File: src/rtl/led_bank_arbiter.sv
// Round-robin owner of the shared active-low LED bank, with a prescaled tick
// that sets how long an owner keeps the bank once another requester is waiting.
module led_bank_arbiter #(
    parameter int NREQ       = 4,
    parameter int LED_W      = 4,
    parameter int DIV_W      = 21,
    parameter int HOLD_TICKS = 8
) (
    input  logic                  clk,
    input  logic                  rst,
    input  logic [NREQ-1:0]       req,
    input  logic [NREQ*LED_W-1:0] pattern,
    output logic [NREQ-1:0]       gnt,
    output logic [LED_W-1:0]      led,
    output logic                  busy,
    output logic                  tick,
    output logic [1:0]            fsm_state   // 0 = IDLE, 1 = GRANT, 2 = RELEASE
);
    // Handshake: req is a level held while ownership is wanted; gnt is the
    // registered answer and stays high until the owner drops req or must yield.

    localparam int PTR_W  = (NREQ > 1) ? $clog2(NREQ) : 1;
    localparam int HOLD_W = $clog2(HOLD_TICKS + 1);

    typedef enum logic [1:0] {
        IDLE    = 2'd0,
        GRANT   = 2'd1,
        RELEASE = 2'd2
    } state_t;

    state_t            state;
    logic [PTR_W-1:0]  owner;
    logic [PTR_W-1:0]  rr_ptr;
    logic [PTR_W-1:0]  sel;
    logic              found;
    logic [HOLD_W-1:0] hold_cnt;
    logic [DIV_W-1:0]  prescaler;
    logic [NREQ-1:0]   owner_oh;
    logic              hold_done;
    logic              yield;

    always_ff @(posedge clk or posedge rst) begin
        if (rst) begin
            prescaler <= '0;
            tick      <= 1'b0;
        end else begin
            prescaler <= prescaler + DIV_W'(1);
            tick      <= &prescaler;
        end
    end

    // Search starts one past the previous owner so every requester gets a turn.
    always_comb begin
        sel   = '0;
        found = 1'b0;
        for (int k = 1; k <= NREQ; k++) begin
            if (!found && req[PTR_W'((int'(rr_ptr) + k) % NREQ)]) begin
                sel   = PTR_W'((int'(rr_ptr) + k) % NREQ);
                found = 1'b1;
            end
        end
    end

    assign owner_oh  = NREQ'(1) << owner;
    assign hold_done = (hold_cnt == HOLD_W'(HOLD_TICKS));
    assign yield     = !req[owner] || (hold_done && ((req & ~owner_oh) != '0));

    always_ff @(posedge clk or posedge rst) begin
        if (rst) begin
            state    <= IDLE;
            gnt      <= '0;
            led      <= '1;
            owner    <= '0;
            rr_ptr   <= PTR_W'(NREQ - 1);
            hold_cnt <= '0;
        end else begin
            case (state)
                IDLE: begin
                    gnt <= '0;
                    led <= '1;
                    if (found) begin
                        owner    <= sel;
                        gnt      <= NREQ'(1) << sel;
                        hold_cnt <= '0;
                        state    <= GRANT;
                    end
                end
                GRANT: begin
                    led <= ~pattern[int'(owner)*LED_W +: LED_W];
                    if (tick && !hold_done)
                        hold_cnt <= hold_cnt + HOLD_W'(1);
                    if (yield) begin
                        gnt   <= '0;
                        state <= RELEASE;
                    end
                end
                RELEASE: begin
                    gnt    <= '0;
                    led    <= '1;
                    rr_ptr <= owner;
                    state  <= IDLE;
                end
                default: state <= IDLE;
            endcase
        end
    end

    assign busy      = (state != IDLE);
    assign fsm_state = state;

endmodule

File: config.mk
export PLATFORM = sky130hd
export DESIGN_NAME = led_bank_arbiter
export DESIGN_NICKNAME = d
export VERILOG_FILES = /design/src/rtl/led_bank_arbiter.sv
export SDC_FILE = /design/constraint.sdc
export NUM_CORES = 1
export LEC_CHECK = 0
export BUFFER_PORTS_ARGS = -buffer_cell sky130_fd_sc_hd__buf_2
export CAP_MARGIN = 15
export CORE_AREA = 2 2 69 71
export DETAILED_ROUTE_END_ITERATION = 8
export DIE_AREA = 0 0 71 73
export PLACE_DENSITY = 0.65
export SLEW_MARGIN = 20
export SYNTH_ARGS = -nofsm -noshare
export SYNTH_HDL_FRONTEND = slang
export SYNTH_SLANG_ARGS = --single-unit
File: constraint.sdc
create_clock -name clk -period 2.5 [get_ports clk]
set_clock_uncertainty 0.1 [all_clocks]
set_input_delay 0 -clock clk [delete_from_list [all_inputs] [get_ports clk]]
set_output_delay 0 -clock clk [all_outputs]
set_load 0.02 [all_outputs]
==> results.md, run 1 <==
* Run status: completed
* Critical path required time at approximately 2.6 ns
* Worst-path cell chain: mux4_1, dlygate4sd3_1, a21oi_1
* Minimum clock period at about 2.1 ns
* TNS Setup at 0 ns
* Final hold vios at 0
* CTS clk-pin slew, worst paths at around 0.08 ns
* Pre-CTS setup slack at ~0.54 ns
* Tcrit/Tclk final at 0.836
* Worst-Skew Late Latency at approximately 0.30 ns
* HPWL after DPL at approximately 2.9 mm
* # placed instances at ~280
* Initial Utilization at 0.468
* Vias per inst at ~5.4
* Number of synthesized register bits at 40
* Worst hold slack at between 0.07 and 0.08 ns
* Leading post-synthesis cells by cell area: dfrtp_1 40%, dfstp_2 7.4%, xnor2_1 5.4%, mux4_1 4.9%, ha_1 4.7%
* Clock Sinks at 40
* Synth Area in Simple Gates at 0.159
* Worst R2R End: led[1]
* FP Rows at 25
* Die Area at 0.00518 mm2
* N_diodes at 0
* XOR/XNOR Fraction of Synth Area at 0.0784
* Mapped Nets at 220
* Main combinational cell family by area after synthesis: simple AND/OR/NAND/NOR gates
* Tightest Hold Check Type: input pin to flip-flop
* Seq/Total Area, Yosys at 0.475
* Mux share of post-synthesis cell area at 0.0943
* Rel. slew slack at 0.584
* Worst setup EP type: flip-flop
* I/O Pins at 34
* Root Driver: clkbuf_8
* Slowest cell delay on critical path at around 0.60 ns
* TritonCTS clock tree: done
* Pre-antenna DRT Iters at 4
* Reg2reg start: owner[0]
* Sequential share of power at 0.387
* Area growth syn-to-layout at 20.2%
* Post-CTS Setup Bufs at 0
* Synth cell count leaders: 34 x dfrtp_1, 13 x xnor2_1, 12 x nand2_1, 12 x nand3_1
* PD cells at between 900 and 1000 mW/mm2
* Logic pwr share at 0.380
* R2R Setup Slk at around 0.41 ns
* Die Wd at 71 um
* Vias in the first global route at about 1600
* Synth area leader: dfrtp_1
* EDFF count, synth at 0
* Synth Flop Type: dfrtp_1
* Final wirelength at 4.14 mm
* Post-DR wirelength/cell at between 10 and 15 um
* Remaining Overflow, GRT at 0
* CP Data Arrival Time at 2.22 ns
* Num CTS Buffers at 5
* Yosys warns at 0
* Synthesized area at approximately 0.0021 mm2
* Pins Over Slew Limit at 0
* First-iteration detailed-routing DRC count at 70
* Antenna violations before repair at 0
* H-tree depth at 2
* Sw power at 0.845 mW
* Port buffer count at 33
* Crit-path slowest cell: mux4_1
* Power Internal at approximately 1.5 mW
* Non-Filler Instances at 292
* Worst-case reg-to-reg path depth at 3
* Share of the synthesized area in the top cell type at 0.401
* Crit path to: led[1]
* # fillers at 390
* Syn Inst Count at between 150 and 200
* Avg Cell Area, Syn at roughly 11 um2
* GPL Wtd Cong at roughly 0.80
* Synth Area in Compound Gates at 0.121
* Die Height at 73 um
* CP Launch Type: flip-flop
* Final setup viols at 0
* Setup ws final at 0.410 ns
* Static Leak at approximately 1.2 nW
* CTS Buffer Depth at 2
* Final nets at around 270
* Net Sw Frac at 0.358
* Share of async-settable or async-resettable flops after synthesis at 1.00
* Most instantiated library cell after synthesis: dfrtp_1
* Clk pwr share at 0.233
* Post-synthesis cell type count at 45
* Critical path type: flip-flop to flip-flop
* Least-Margin Pin Slew at 0.619 ns
* Global-route wire length before repair at approximately 7.2 mm
* Largest net degree at the start of global routing at between 40 and 50
* Max Cap Violations at 0
* Max FO, Critical Path at 11
* Adder-Cell Fraction of Synth Area at 0.0471
* DR vias at roughly 1600
* GRT Total Usage at 0.179
* Fraction of final layout cells sized beyond drive strength 1 at 0.239
* Critical Path Source: owner[0]
* Max Fclk at roughly 480 MHz
* DRC at 0
* Core area at between 0.004 and 0.005 mm2
* DRT antenna net count at 0
* RSZ-0062 raised after global routing: false
* Maximum VDD drop at around 0.4 mV
==> power by group through the flow <==
stage,combinational (mW),sequential (mW),clock (mW)
floorplan,0.623,0.937,0
global placement,0.835,0.926,0
detailed placement,0.842,0.928,0
CTS,0.899,0.915,0.562
global route,0.987,0.932,0.580
finish,0.897,0.912,0.549
==> logic make-up (layout without fill, tap and decap cells) <==
logic type,Yosys count,count (layout)
simple gates,63,63
fa+ha+maj,8,8
compound gates,36,36
buf+inv,12,60
flops,40,40
mux,12,12
xor+xnor,19,19
==> repair_timing <==
item,in CTS,in global routing
resized for setup,0,0
hold buffers,9,0
endpoints found under the hold margin,38,0
setup endpoints to repair,0,0
==> routing by layer <==
metal / vias to the layer above / GRT usage / wire length (um)
met5: - / 0 / 0
met4: 0 / 0.0901 / 73
met3: 8 / 0.0387 / 128
met2: 23 / 0.293 / 2020
met1: 764 / 0.225 / 1920
li1: 781 / - / -
==> how the worst min path moves through the flow <==
stage / endpoint / slack [ns] / cells past startpoint / start
6_report: owner[1] / 0.08 / 4 / req[0]
5_1_grt: owner[1] / 0.09 / 4 / req[0]
4_1_cts: owner[1] / 0.06 / 4 / req[0]
3_5_place_dp: prescaler[11] / 0.05 / 3 / rst
3_3_place_gp: prescaler[12] / 0.05 / 3 / rst
2_1_floorplan: fsm_state[0] / 0.11 / 1 / rst
==> metrics by stage <==
| stage | instance area [um2] | power, mW | utilization |
|---|---|---|---|
| 4_1_cts | 2550 | 2.38 | 0.563 |
| 3_3_place_gp | 2350 | 1.76 | 0.517 |
| 2_1_floorplan | 2120 | 1.56 | - |
| 3_5_place_dp | 2350 | 1.77 | 0.517 |
| 5_1_grt | 2550 | 2.50 | 0.563 |
| 6_report | 2550 | 2.36 | 0.563 |
==> state kept, by name, summed over array words and instances (netlist names) <==
name       cells
prescaler     21
gnt            4
hold_cnt       4
led            4
fsm_state      2
owner          2
rr_ptr         2
tick           1
==> cells in the final DEF, fill, tap and decap left out, drive strengths merged, types with 6 or more instances in the layout <==
cell type	netlist	layout
buf	2	35
nor2	8	8
ha	8	8
dlygate4sd3	0	9
xnor2	13	13
dfrtp	34	34
xor2	6	6
inv	8	8
nand3	12	12
dfstp	6	6
nand2	12	12
==> worst max-delay path: cells and delay by family, from the launching register on <==
kind            cells  cell delay [ns]
mux                 1             0.60
flops               1             0.59
compound gates      1             0.15
buf+inv             1             0.57
==> final cells by class <==
class	count	area, um2	area share
multi-input combinational	138	1060	0.415
clock buffer	5	68.8	0.0270
timing repair buffer	44	270	0.106
inverter	8	30.0	0.0118
sequential	40	1010	0.395
clock inverter	3	47.5	0.0186
tap	54	67.6	0.0265
(Power assumes the default switching activity.)
==> run 2: changes to the inputs <==
--- a/config.mk
+++ b/config.mk
@@ -5,11 +5,12 @@
 export SDC_FILE = /design/constraint.sdc
 export NUM_CORES = 1
 export LEC_CHECK = 0
+export ABC_AREA = 1
 export BUFFER_PORTS_ARGS = -buffer_cell sky130_fd_sc_hd__buf_2
 export CAP_MARGIN = 15
-export CORE_AREA = 2 2 69 71
+export CORE_AREA = 2 2 72 74
 export DETAILED_ROUTE_END_ITERATION = 8
-export DIE_AREA = 0 0 71 73
+export DIE_AREA = 0 0 74 76
 export PLACE_DENSITY = 0.65
 export SLEW_MARGIN = 20
 export SYNTH_ARGS = -nofsm -noshare
==> constraint.sdc (replaced) <==
create_clock -name clk -period 2 [get_ports clk]
set_clock_uncertainty 0.1 [all_clocks]
set_input_delay 0 -clock clk [delete_from_list [all_inputs] [get_ports clk]]
set_output_delay 0 -clock clk [all_outputs]
set_load 0.02 [all_outputs]
==> run 2 against run 1 <==
Compared with the run above:
- register-to-register slack got worse by 0.19 ns
- final cell count increased by 41%
- synthesized cell count increased by 53%
- power increased by 39%
- critical path depth increased by 9
- non-clock buffer count unchanged
- cell area increased by 9.5%
- routed wire length increased by 7.4%
- count of clock-buffer cells in the layout unchanged
- sequential power increased by 21%
==> results.md, run 2 <==
* Run status: completed
* CTS clk-pin slew, worst paths at 0.08 ns (about the same)
* Final hold vios at 0 (unchanged)
* Logic pwr share at 0.460 (+0.080)
* HPWL after DPL at 3.29 mm (+13%)
* Most common cell after layout, fill and taps aside: nand2_1
* Initial Utilization at 0.476 (+0.00766)
* Share of the synthesized area in the top cell type at 0.364 (-0.0367)
* Global-route wire length before repair at 7.53 mm (+5.0%)
* CP most frequent cell: nand2_1
* First-iteration detailed-routing DRC count at 120 (+71%)
* Mapped Nets at 320 (+45%)
* Sw power at 1.39 mW (+64%)
* Core area at 0.00491 mm2 (+8.3%)
* Remaining Overflow, GRT at 0 (unchanged)
* Post-cts sizing count at 0 (unchanged)
* Reg2reg start: rr_ptr[0]
* Die Height at 76 um (+4.1%)
* Minimum clock period at 1.78 ns (-0.314 ns)
* Rel. slew slack at 0.671 (+0.0874)
* GPL Wtd Cong at 0.871 (+9.3%)
* Pre-antenna DRT Iters at 4 (unchanged)
* Tcrit/Tclk final at 0.888 (+0.0518)
* Num CTS Buffers at 5 (unchanged)
* Clock Sinks at 40 (unchanged)
* CTS Buffer Depth at 2 (unchanged)
* RSZ-0062 raised after global routing: false
* Register area at 0.00101 mm2 (unchanged)
* Vias in the first global route at 1844 (+15%)
* Least-Margin Pin Slew at 0.493 ns (-0.126 ns)
* Commonest non-fill, non-tap cells in the layout: 100 x nand2_1, 35 x inv_1, 34 x dfrtp_1, 33 x buf_2
* Area growth syn-to-layout at 19.6%
* Avg Cell Area, Syn at 8.06 um2 (-28%)
* Sequential share of power at 0.337 (-0.050)
* Multi-input gate area at 0.00118 mm2 (+11%)
* Post-CTS Setup Bufs at 0 (unchanged)
* FP Rows at 26 (+4.0%)
* Critical path required time at 2.13 ns (-0.50 ns)
* Worst R2R End: gnt[1]
* Final wirelength at 4.45 mm (+7.4%)
* Root Driver: clkbuf_8
* I/O Pins at 34 (unchanged)
* Post-DR wirelength/cell at 10.8 um (-24%)
* DR vias at 1939 (+23%)
* Placement Cell Area at 0.00259 mm2 (+11%)
* TritonCTS clock tree: done
* Maximum VDD drop at 0.545 mV (+33%)
* Port buffer count at 33 (unchanged)
* Pins Over Slew Limit at 0 (unchanged)
* CP Data Arrival Time at 1.90 ns (-0.32 ns)
* N_diodes at 0 (unchanged)
* Max FFs per register at 21 (unchanged)
* Worst-case reg-to-reg path depth at 12 (+9)
* Max Cap Violations at 0 (unchanged)
* Post-Layout Inst Area at 0.00280 mm2 (+9.5%)
* Worst-path cell chain: inv_4, nand2_1, nand2_1, nand2_1, nand2_2, inv_1, nand2_1, nor2_1, nand2_1, nand2_1, nand3_1, nand2_1
* Vias per inst at 4.72 (-13%)
* Worst setup EP type: flip-flop
* Net Sw Frac at 0.425 (+0.0665)
* Most instantiated library cell after synthesis: nand2_1
* Largest net degree at the start of global routing at 41 (unchanged)
* H-tree depth at 2 (unchanged)
* Antenna violations before repair at 0 (unchanged)
* Slowest cell delay on critical path at 0.62 ns (+0.02 ns)
* Final nets at 370 (+39%)
* Leading post-synthesis cells by cell area: dfrtp_1 36%, nand2_1 16%, dfstp_2 6.7%, xor2_1 6.0%, inv_1 5.6%
* TNS Setup at 0 ns (unchanged)
* Share of async-settable or async-resettable flops after synthesis at 1.00 (unchanged)
* R2R Setup Slk at 0.22 ns (-0.19 ns)
* Synthesized area at 0.00234 mm2 (+10%)
* Static Leak at 1.48 nW (+21%)
* Seq/Total Area, Yosys at 0.431 (-0.0435)
* CP Launch Type: flip-flop
* Final setup viols at 0 (unchanged)
* Crit-path slowest cell: dfstp_2
* Syn Inst Count at 290 (+53%)
* # hold bufs at CTS at 9 (unchanged)
* DRT antenna net count at 0 (unchanged)
* Yosys warns at 0 (unchanged)
* Max FO, Critical Path at 10 (-1)
* Design Power at 3.27 mW (+39%)
* PD cells at 1170 mW/mm2 (+27%)
* HP Start: req[2]
* Synth area leader: dfrtp_1
* Die Area at 0.00562 mm2 (+8.5%)
* Tightest Hold Check Type: input pin to flip-flop
* Synth cell count leaders: 100 x nand2_1, 35 x inv_1, 34 x dfrtp_1
* DRC at 0 (unchanged)
* Post-synthesis cell type count at 29 (-36%)
* Hold path depth at 7 (+3)
* Synth Flop Type: dfrtp_1
* Clk pwr share at 0.203 (-0.030)
* Top reg by flops: prescaler
* Worst-Skew Late Latency at 0.29 ns (about the same)
* Power Internal at 1.88 mW (+24%)
* Critical path type: flip-flop to flip-flop
* Util after Layout at 0.569 (+0.00627)
* GRT Total Usage at 0.170 (-0.00850)
* # fillers at 454 (+16%)
* Number of synthesized register bits at 40 (unchanged)
* Max Fclk at 563 MHz (+18%)
* EDFF count, synth at 0 (unchanged)
* Hold worst-path end: gnt[2]
* Die Wd at 74 um (+4.2%)
* Fraction of final layout cells sized beyond drive strength 1 at 0.217 (-0.0225)
-- run 2: logic make-up (layout without fill, tap and decap cells) --
kind of cell | after synthesis | after routing | synth area share
flops | 40 | 40 | 0.431
buf+inv | 38 | 89 | 0.0653
fa+ha+maj | 8 | 8 | 0.0428
compound gates | 21 | 21 | 0.0519
simple gates | 162 | 162 | 0.330
xor+xnor | 21 | 21 | 0.0787
-- run 2: worst max path at each step --
stage                     slack [ns]  depth (start not counted)     endpoint    startpoint
final                           0.22                         12       gnt[1]     rr_ptr[0]
after global routing            0.07                          9       gnt[0]  fsm_state[1]
after CTS                       0.21                          8  hold_cnt[2]     rr_ptr[0]
after detailed placement        0.23                          8  hold_cnt[2]     rr_ptr[0]
after global placement          0.26                          7     owner[0]     rr_ptr[0]
after floorplan                 0.38                          8     owner[0]     rr_ptr[0]
-- run 2: final cells by class --
cell class                      instances  share of cell area
Clock buffer                            5              0.0246
Sequential cell                        40               0.361
Multi-Input combinational cell        212               0.421
Inverter                               37              0.0506
Tap cell                               70              0.0313
Timing Repair Buffer                   44              0.0967
Clock inverter                          3              0.0152
-- run 2: per-layer routing --
metal,track usage,wire (um)
met3,0.0437,233
met2,0.293,2110
met4,0.0491,48
met5,0,0
met1,0.207,2050
-- run 2: power groups by stage --
stage | sequential [mW] | combinational [mW] | clock (mW)
floorplan | 1.16 | 1.03 | 0
global placement | 1.11 | 1.41 | 0
detailed placement | 1.12 | 1.43 | 0
CTS | 1.10 | 1.52 | 0.673
global route | 1.12 | 1.74 | 0.707
finish | 1.10 | 1.50 | 0.664
-- run 2: critical path: cells and delay by family, from the launching register on --
kind	cells	cell delay, ns
DFF	1	0.62
and+or+nand+nor	10	0.85
buffers and inverters	2	0.13
-- run 2: metrics by stage --
stage	std cells	worst slack (ns)	hold slack, ns
2_1_floorplan	290	0.377	0.0566
3_5_place_dp	394	0.228	0.0455
3_3_place_gp	394	0.264	0.0456
5_1_grt	411	0.0673	0.244
6_report	411	0.224	0.202
4_1_cts	411	0.213	0.194
